**src/rtl/instruction_fetch_controller_if.sv**
```systemverilog
// Fetch-side bundle: instruction memory port, redirect request and the
// decode-facing output queue head plus status.
interface instruction_fetch_controller_if;
    logic [63:0] Inst_Address;
    logic [31:0] Instruction;
    logic        redirect_valid;
    logic [63:0] redirect_target;
    logic        out_valid;
    logic        out_ready;
    logic [31:0] out_instr;
    logic [63:0] out_pc;
    logic        halted;
    logic        fault;
    logic [31:0] fetch_count;

    // Environment side: drives memory data, redirects and decode ready.
    modport master (
        input  Inst_Address, out_valid, out_instr, out_pc, halted, fault, fetch_count,
        output Instruction, redirect_valid, redirect_target, out_ready
    );

    // Fetch controller side.
    modport slave (
        output Inst_Address, out_valid, out_instr, out_pc, halted, fault, fetch_count,
        input  Instruction, redirect_valid, redirect_target, out_ready
    );
endinterface

```
**src/rtl/instruction_fetch_controller.sv**
```systemverilog
// Instruction fetch controller: walks pc through instruction memory, queues
// fetched words in a 2-entry FIFO toward decode, handles redirects, stops on
// the halt word (beq x0,x0,0) and latches a sticky fault on bad fetches.
module instruction_fetch_controller #(
    parameter logic [63:0] RESET_PC  = 64'h0,
    parameter int unsigned MEM_BYTES = 132
) (
    input  logic                         clk,
    input  logic                         reset,
    instruction_fetch_controller_if.slave bus
);

    typedef enum logic [1:0] {
        ST_RUN   = 2'd0,
        ST_HALT  = 2'd1,
        ST_FAULT = 2'd2
    } state_t;

    localparam logic [31:0] HALT_INSTR = 32'h0000_0063;
    // Last legal byte address, kept 65 bits wide so pc+3 cannot wrap in the compare.
    localparam logic [64:0] LAST_BYTE  = 65'(MEM_BYTES) - 65'd1;

    state_t      state_q;
    logic [63:0] pc_q;
    logic [1:0]  cnt_q;
    logic [63:0] pc0_q;      // head entry
    logic [31:0] instr0_q;
    logic [63:0] pc1_q;      // second entry
    logic [31:0] instr1_q;
    logic [31:0] fetch_count_q;

    logic pop_s;
    logic room_s;
    logic fetch_bad_s;
    logic redirect_s;
    logic push_s;
    logic fault_fetch_s;

    // Decide this cycle's pop, push, redirect and bad-fetch conditions.
    always_comb begin
        pop_s       = (cnt_q != 2'd0) && bus.out_ready;
        room_s      = (cnt_q != 2'd2) || pop_s;
        fetch_bad_s = (({1'b0, pc_q} + 65'd3) > LAST_BYTE) || (pc_q[1:0] != 2'b00);
        redirect_s  = bus.redirect_valid && (state_q != ST_FAULT);
        if ((state_q == ST_RUN) && !bus.redirect_valid && room_s) begin
            push_s        = !fetch_bad_s;
            fault_fetch_s = fetch_bad_s;
        end else begin
            push_s        = 1'b0;
            fault_fetch_s = 1'b0;
        end
    end

    // Fetch state machine, pc, FIFO storage and push counter.
    always_ff @(posedge clk) begin
        if (reset) begin
            state_q       <= ST_RUN;
            pc_q          <= RESET_PC;
            cnt_q         <= 2'd0;
            pc0_q         <= 64'd0;
            instr0_q      <= 32'd0;
            pc1_q         <= 64'd0;
            instr1_q      <= 32'd0;
            fetch_count_q <= 32'd0;
        end else if (redirect_s) begin
            // Redirect flushes the queue and wins over any pop or push.
            cnt_q <= 2'd0;
            pc_q  <= bus.redirect_target;
            if (bus.redirect_target[1:0] != 2'b00) begin
                state_q <= ST_FAULT;
            end else begin
                state_q <= ST_RUN;
            end
        end else begin
            if (push_s) begin
                pc_q          <= pc_q + 64'd4;
                fetch_count_q <= fetch_count_q + 32'd1;
                if (bus.Instruction == HALT_INSTR) begin
                    state_q <= ST_HALT;
                end else begin
                    state_q <= state_q;
                end
            end else if (fault_fetch_s) begin
                state_q <= ST_FAULT;
            end else begin
                state_q <= state_q;
            end

            // Shift-register FIFO: entry 0 is always the head.
            case ({push_s, pop_s})
                2'b10: begin
                    if (cnt_q == 2'd0) begin
                        pc0_q    <= pc_q;
                        instr0_q <= bus.Instruction;
                    end else begin
                        pc1_q    <= pc_q;
                        instr1_q <= bus.Instruction;
                    end
                    cnt_q <= cnt_q + 2'd1;
                end
                2'b01: begin
                    pc0_q    <= pc1_q;
                    instr0_q <= instr1_q;
                    cnt_q    <= cnt_q - 2'd1;
                end
                2'b11: begin
                    if (cnt_q == 2'd1) begin
                        pc0_q    <= pc_q;
                        instr0_q <= bus.Instruction;
                    end else begin
                        pc0_q    <= pc1_q;
                        instr0_q <= instr1_q;
                        pc1_q    <= pc_q;
                        instr1_q <= bus.Instruction;
                    end
                end
                default: begin
                    cnt_q <= cnt_q;
                end
            endcase
        end
    end

    assign bus.Inst_Address = pc_q;
    assign bus.out_valid    = (cnt_q != 2'd0);
    assign bus.out_instr    = instr0_q;
    assign bus.out_pc       = pc0_q;
    assign bus.halted       = (state_q == ST_HALT);
    assign bus.fault        = (state_q == ST_FAULT);
    assign bus.fetch_count  = fetch_count_q;

endmodule

```
**src/flat_wrapper.sv**
```systemverilog
// flat-port wrapper written by rule: the top's interface ports become plain ports
module instruction_fetch_controller_flat 
#(
    parameter logic [63:0] RESET_PC  = 64'h0,
    parameter int unsigned MEM_BYTES = 132
)
  (clk, reset, bus_Inst_Address, bus_out_valid, bus_out_instr, bus_out_pc, bus_halted, bus_fault, bus_fetch_count, bus_Instruction, bus_redirect_valid, bus_redirect_target, bus_out_ready);
  instruction_fetch_controller_if bus_i ();
  input  logic clk;
  input  logic reset;
  output wire logic [$bits(bus_i.Inst_Address)-1:0] bus_Inst_Address;
  output wire logic [$bits(bus_i.out_valid)-1:0] bus_out_valid;
  output wire logic [$bits(bus_i.out_instr)-1:0] bus_out_instr;
  output wire logic [$bits(bus_i.out_pc)-1:0] bus_out_pc;
  output wire logic [$bits(bus_i.halted)-1:0] bus_halted;
  output wire logic [$bits(bus_i.fault)-1:0] bus_fault;
  output wire logic [$bits(bus_i.fetch_count)-1:0] bus_fetch_count;
  input wire logic [$bits(bus_i.Instruction)-1:0] bus_Instruction;
  input wire logic [$bits(bus_i.redirect_valid)-1:0] bus_redirect_valid;
  input wire logic [$bits(bus_i.redirect_target)-1:0] bus_redirect_target;
  input wire logic [$bits(bus_i.out_ready)-1:0] bus_out_ready;
  assign bus_Inst_Address = bus_i.Inst_Address;
  assign bus_out_valid = bus_i.out_valid;
  assign bus_out_instr = bus_i.out_instr;
  assign bus_out_pc = bus_i.out_pc;
  assign bus_halted = bus_i.halted;
  assign bus_fault = bus_i.fault;
  assign bus_fetch_count = bus_i.fetch_count;
  assign bus_i.Instruction = bus_Instruction;
  assign bus_i.redirect_valid = bus_redirect_valid;
  assign bus_i.redirect_target = bus_redirect_target;
  assign bus_i.out_ready = bus_out_ready;
  instruction_fetch_controller #(.RESET_PC(RESET_PC), .MEM_BYTES(MEM_BYTES)) u_core (.clk(clk), .reset(reset), .bus(bus_i));
endmodule
```
**config.mk**
```make
export PLATFORM = sky130hd
export DESIGN_NAME = instruction_fetch_controller_flat
export DESIGN_NICKNAME = d
export VERILOG_FILES = /design/src/rtl/instruction_fetch_controller_if.sv /design/src/rtl/instruction_fetch_controller.sv /design/src/flat_wrapper.sv
export SDC_FILE = /design/constraint.sdc
export NUM_CORES = 1
export LEC_CHECK = 0
export ABC_AREA = 0
export CORE_MARGIN = 2
export CORE_UTILIZATION = 35
export CTS_BUF_LIST = sky130_fd_sc_hd__clkbuf_16
export CTS_CLUSTER_SIZE = 40
export DETAILED_ROUTE_END_ITERATION = 16
export GPL_TIMING_DRIVEN = 0
export PLACE_DENSITY = 0.68
export SETUP_SLACK_MARGIN = 0.2
export SLEW_MARGIN = 20
export SYNTH_ARGS = -nofsm -noshare
export SYNTH_HDL_FRONTEND = slang
export SYNTH_SLANG_ARGS = --single-unit
```
**constraint.sdc**
```tcl
create_clock -name clk -period 5.3 [get_ports clk]
set_input_delay 0.53 -clock clk [delete_from_list [all_inputs] [get_ports clk]]
set_output_delay 0.53 -clock clk [all_outputs]
set_load 0.05 [all_outputs]
```
==> impl_metrics.env <==
export IMPL_fin_crit_ns=4.939
export IMPL_peakVddDrop_mv=0.1747
export IMPL_yosys_warnings=0
export IMPL_synthArstFlopShare=0
export IMPL_wirelength_microns=52720
export IMPL_muxShareOfSynthArea=0.02524
export IMPL_clkLatencyLatePin_ns=0.53
export IMPL_synth_top_family_by_area="simple AND/OR/NAND/NOR gates"
export IMPL_synth_top_area_share=0.4167
export IMPL_fin_setup_tns_ns=0
export IMPL_grt_overflow=0
export IMPL_synth_compound_area_frac=0.2119
export IMPL_maxCapViolations=0
export IMPL_seq_area_sq_um=5858
export IMPL_use_met1=0.3262
export IMPL_port_buffers=294
export IMPL_hpwlAfterDp_microns=38690
export IMPL_dieArea_sq_um=41700
export IMPL_drc=0
export IMPL_layout_drive_gt1_share=0.1342
export IMPL_grt_pass1_vias=13809
export IMPL_worstPathMaxFanout=10
export IMPL_synth_edf_count=0
export IMPL_routabilityCongestion=0.9243
export IMPL_report_final_slew_viol_count=0
export IMPL_antennaDiodeCount=0
export IMPL_p_total_mw=5.292
export IMPL_grtUsageTotal=0.2440
export IMPL_yosysUniqueCellTypes=69
export IMPL_drt_pass1_iterations=7
export IMPL_clockRootBuffer="clkbuf_16"
export IMPL_crit_required_ns=5.68
export IMPL_rsz0062_at_grt="no"
export IMPL_fin_nets=2183
export IMPL_slew_headroom=0.1585
export IMPL_finalSetupViolCount=0
export IMPL_start_util=0.3539
export IMPL_syn_inst=1714
export IMPL_synth_seq_area_share=0.4167
export IMPL_ant_nets=0
export IMPL_synth_xor_area_share=0.01561
export IMPL_synth_seq_cells=292
export IMPL_globalRouteMet3Util=0.05724
export IMPL_coreArea_sq_um=39640
export IMPL_hold_viol=0
export IMPL_grt_use_met2=0.3742
export IMPL_path_class="register to register"
export IMPL_hold_class="register to register"
export IMPL_syn2layout_area_growth_pct=38.53
export IMPL_grt_pass1_wl_microns=79890
export IMPL_syn_avg_cell_area_sq_um=8.185
export IMPL_synthesis_area_sq_um=14030
export IMPL_max_freq_ghz=0.2025
export IMPL_pin_count=295
export IMPL_path_cells="clkbuf_2 -> nand4_1 -> or4_4 -> nor4_4 -> xnor2_2 -> nand4_1 -> or4b_2 -> or4_4 -> or2_2 -> ha_1 -> a21oi_2 -> nor2_4 -> buf_12 -> clkbuf_2 -> a22oi_1 -> a211oi_1"
export IMPL_wire_per_inst_microns=20.13
export IMPL_die_x_microns=204.2
export IMPL_outcome="finished, final reports clean"
export IMPL_yosys_area_share_simple=0.2608
export IMPL_leakagePower_nw=6.636
export IMPL_cts_inserted_buffers=34
export IMPL_rows=73
export IMPL_die_h_microns=204.2
export IMPL_p_per_area_nw_per_um2=272.3
export IMPL_clkTransAtPathRegs_ns=0.06
export IMPL_multi_input_area_sq_um=7604
export IMPL_avgViaCountPerCell=5.664
export IMPL_skew_ns=0.01227
export IMPL_critPathLaunchType="register"
export IMPL_final_period_utilization=0.9319
export IMPL_cts_tree="done"
export IMPL_drtIter0Drc=1229
export IMPL_vias=14834
export IMPL_cp_end_kind="register"
export IMPL_fill_cells=3774
export IMPL_clock_sinks=292
export IMPL_cts_buffer_depth=3
export IMPL_grt_max_degree=14
export IMPL_worstMarginPinSlew_ns=1.262
export IMPL_yosys_top_cells_area="dfxtp_1 (42%), nand2_1 (7.2%), a211oi_1 (5.5%)"
export IMPL_hold_buffers=0
export IMPL_syn_num_nets=1824
export IMPL_path_buf_inv=3
export IMPL_timing_hold_ws_ns=0.4541
export IMPL_slowest_stage="or4b_2"
export IMPL_critical_path_top_delay_family="simple AND/OR/NAND/NOR gates"
export IMPL_worstPathArrival_ns=5.32
export IMPL_antenna_found_initial=0
export IMPL_yosysTopAreaCell="dfxtp_1"
export IMPL_synth_flop_cell="dfxtp_1"
export IMPL_h_tree_depth=2
export IMPL_final_util=0.4903
export IMPL_synth_fa_ha_area_frac=0.008918
export IMPL_busiest_layer="met2"
export IMPL_max_stage_delay_ns=0.62
cell usage in the layout (no fill, tap or decap), types with 7 or more instances in the layout:
cell	synthesis	final
buf_1	12	7
nand2_1	268	267
nor3_1	126	125
and4_1	12	12
clkbuf_16	0	37
clkdlybuf4s50_1	0	294
clkbuf_2	2	33
xor2_1	10	10
clkbuf_1	119	66
nand4_1	58	58
a31o_2	11	11
a22o_1	43	43
clkbuf_4	0	15
buf_2	33	31
a22oi_2	0	14
o21ai_0	10	10
a211oi_1	102	102
xnor2_1	15	14
buf_4	16	48
ha_1	10	7
dfxtp_1	292	286
a21oi_1	126	125
or3_1	8	8
nor2_1	73	69
inv_1	15	21
nor4_1	33	25
mux2_2	21	20
nor2b_1	28	28
a22oi_1	97	83
nand2b_1	11	11
and2_1	11	11
or4_1	14	11
and3_1	19	19
nand3_1	36	33
Yosys cell counts (28+ instances only):
cell type,instances
nor2_1,73
buf_2,33
nor2b_1,28
a22oi_1,97
a22o_1,43
nand4_1,58
a211oi_1,102
nand3_1,36
nor3_1,126
dfxtp_1,292
clkbuf_1,119
nand2_1,268
a21oi_1,126
nor4_1,33
worst register-to-register path: cells and delay by family, from the launching register on:
family	cells	cell delay [ns]
xor gates and xnor gates	1	0.19
and+or+nand+nor	8	2.93
AOI/OAI and AO/OA	3	0.54
buffers and inverters	3	0.58
adders and majority gates	1	0.24
DFF	1	0.32
final timing paths:
check        cells after the start                   startpoint  slack (ns)                        to
min reg2reg                      2             u_core.pc1_q[11]        0.45          u_core.pc1_q[11]
min                              2             u_core.pc1_q[11]        0.45          u_core.pc1_q[11]
max                             16  u_core.bus.Inst_Address[29]        0.36  u_core.bus.out_instr[30]
max reg2reg                     16  u_core.bus.Inst_Address[29]        0.36  u_core.bus.out_instr[30]
kinds of logic (layout without fill, tap and decap cells):
group | after synthesis | count (layout)
xor+xnor | 25 | 25
buf+inv | 198 | 578
mux | 32 | 32
compound gates | 429 | 429
fa+ha+maj | 10 | 10
simple gates | 728 | 728
flops | 292 | 292
layout make-up:
class / instances / share of cell area
sequential: 292 / 0.3014
clock buffer: 37 / 0.04764
inverter: 15 / 0.002897
clock inverter: 20 / 0.008498
buffer: 182 / 0.05047
timing repair buffer: 324 / 0.1640
multi-input combinational: 1224 / 0.3912
tap: 525 / 0.03380
metrics by stage:
| step | cells | cell area [sq um] | setup slack [ns] |
|---|---|---|---|
| floorplan | 1714 | 14030 | 0.2307 |
| global placement | 2533 | 17630 | -1.431 |
| detailed placement | 2535 | 17660 | -1.205 |
| CTS | 2600 | 19060 | 0.1972 |
| global route | 2619 | 19430 | 0.1782 |
| finish | 2619 | 19430 | 0.3610 |
routing by layer:
layer,wire length [microns],share of wire
met1,22500,0.43
met2,23340,0.44
met3,4596,0.087
met4,2287,0.043
met5,0,0
state kept, by name, summed over array words and instances, names as in the netlist:
register / cells
u_core.cnt_q: 2
u_core.bus.out_pc: 64
u_core.instr1_q: 32
u_core.state_q: 2
u_core.bus.fetch_count: 32
u_core.bus.Inst_Address: 64
u_core.pc1_q: 64
u_core.bus.out_instr: 32
power breakdown:
part / internal (mW) / switching [mW]
logic: 0.260 / 0.424
registers: 2.23 / 0.0409
clock network: 1.39 / 0.943
total: 3.88 / 1.41
what timing repair did:
action	4_1_cts	5_1_grt
gates resized for setup	73	117
pin swaps	7	11
setup buffers	8	20
endpoints found under the hold margin	0	0
setup endpoints to repair	192	202
No activity file was read; power rests on OpenSTA's default activity.
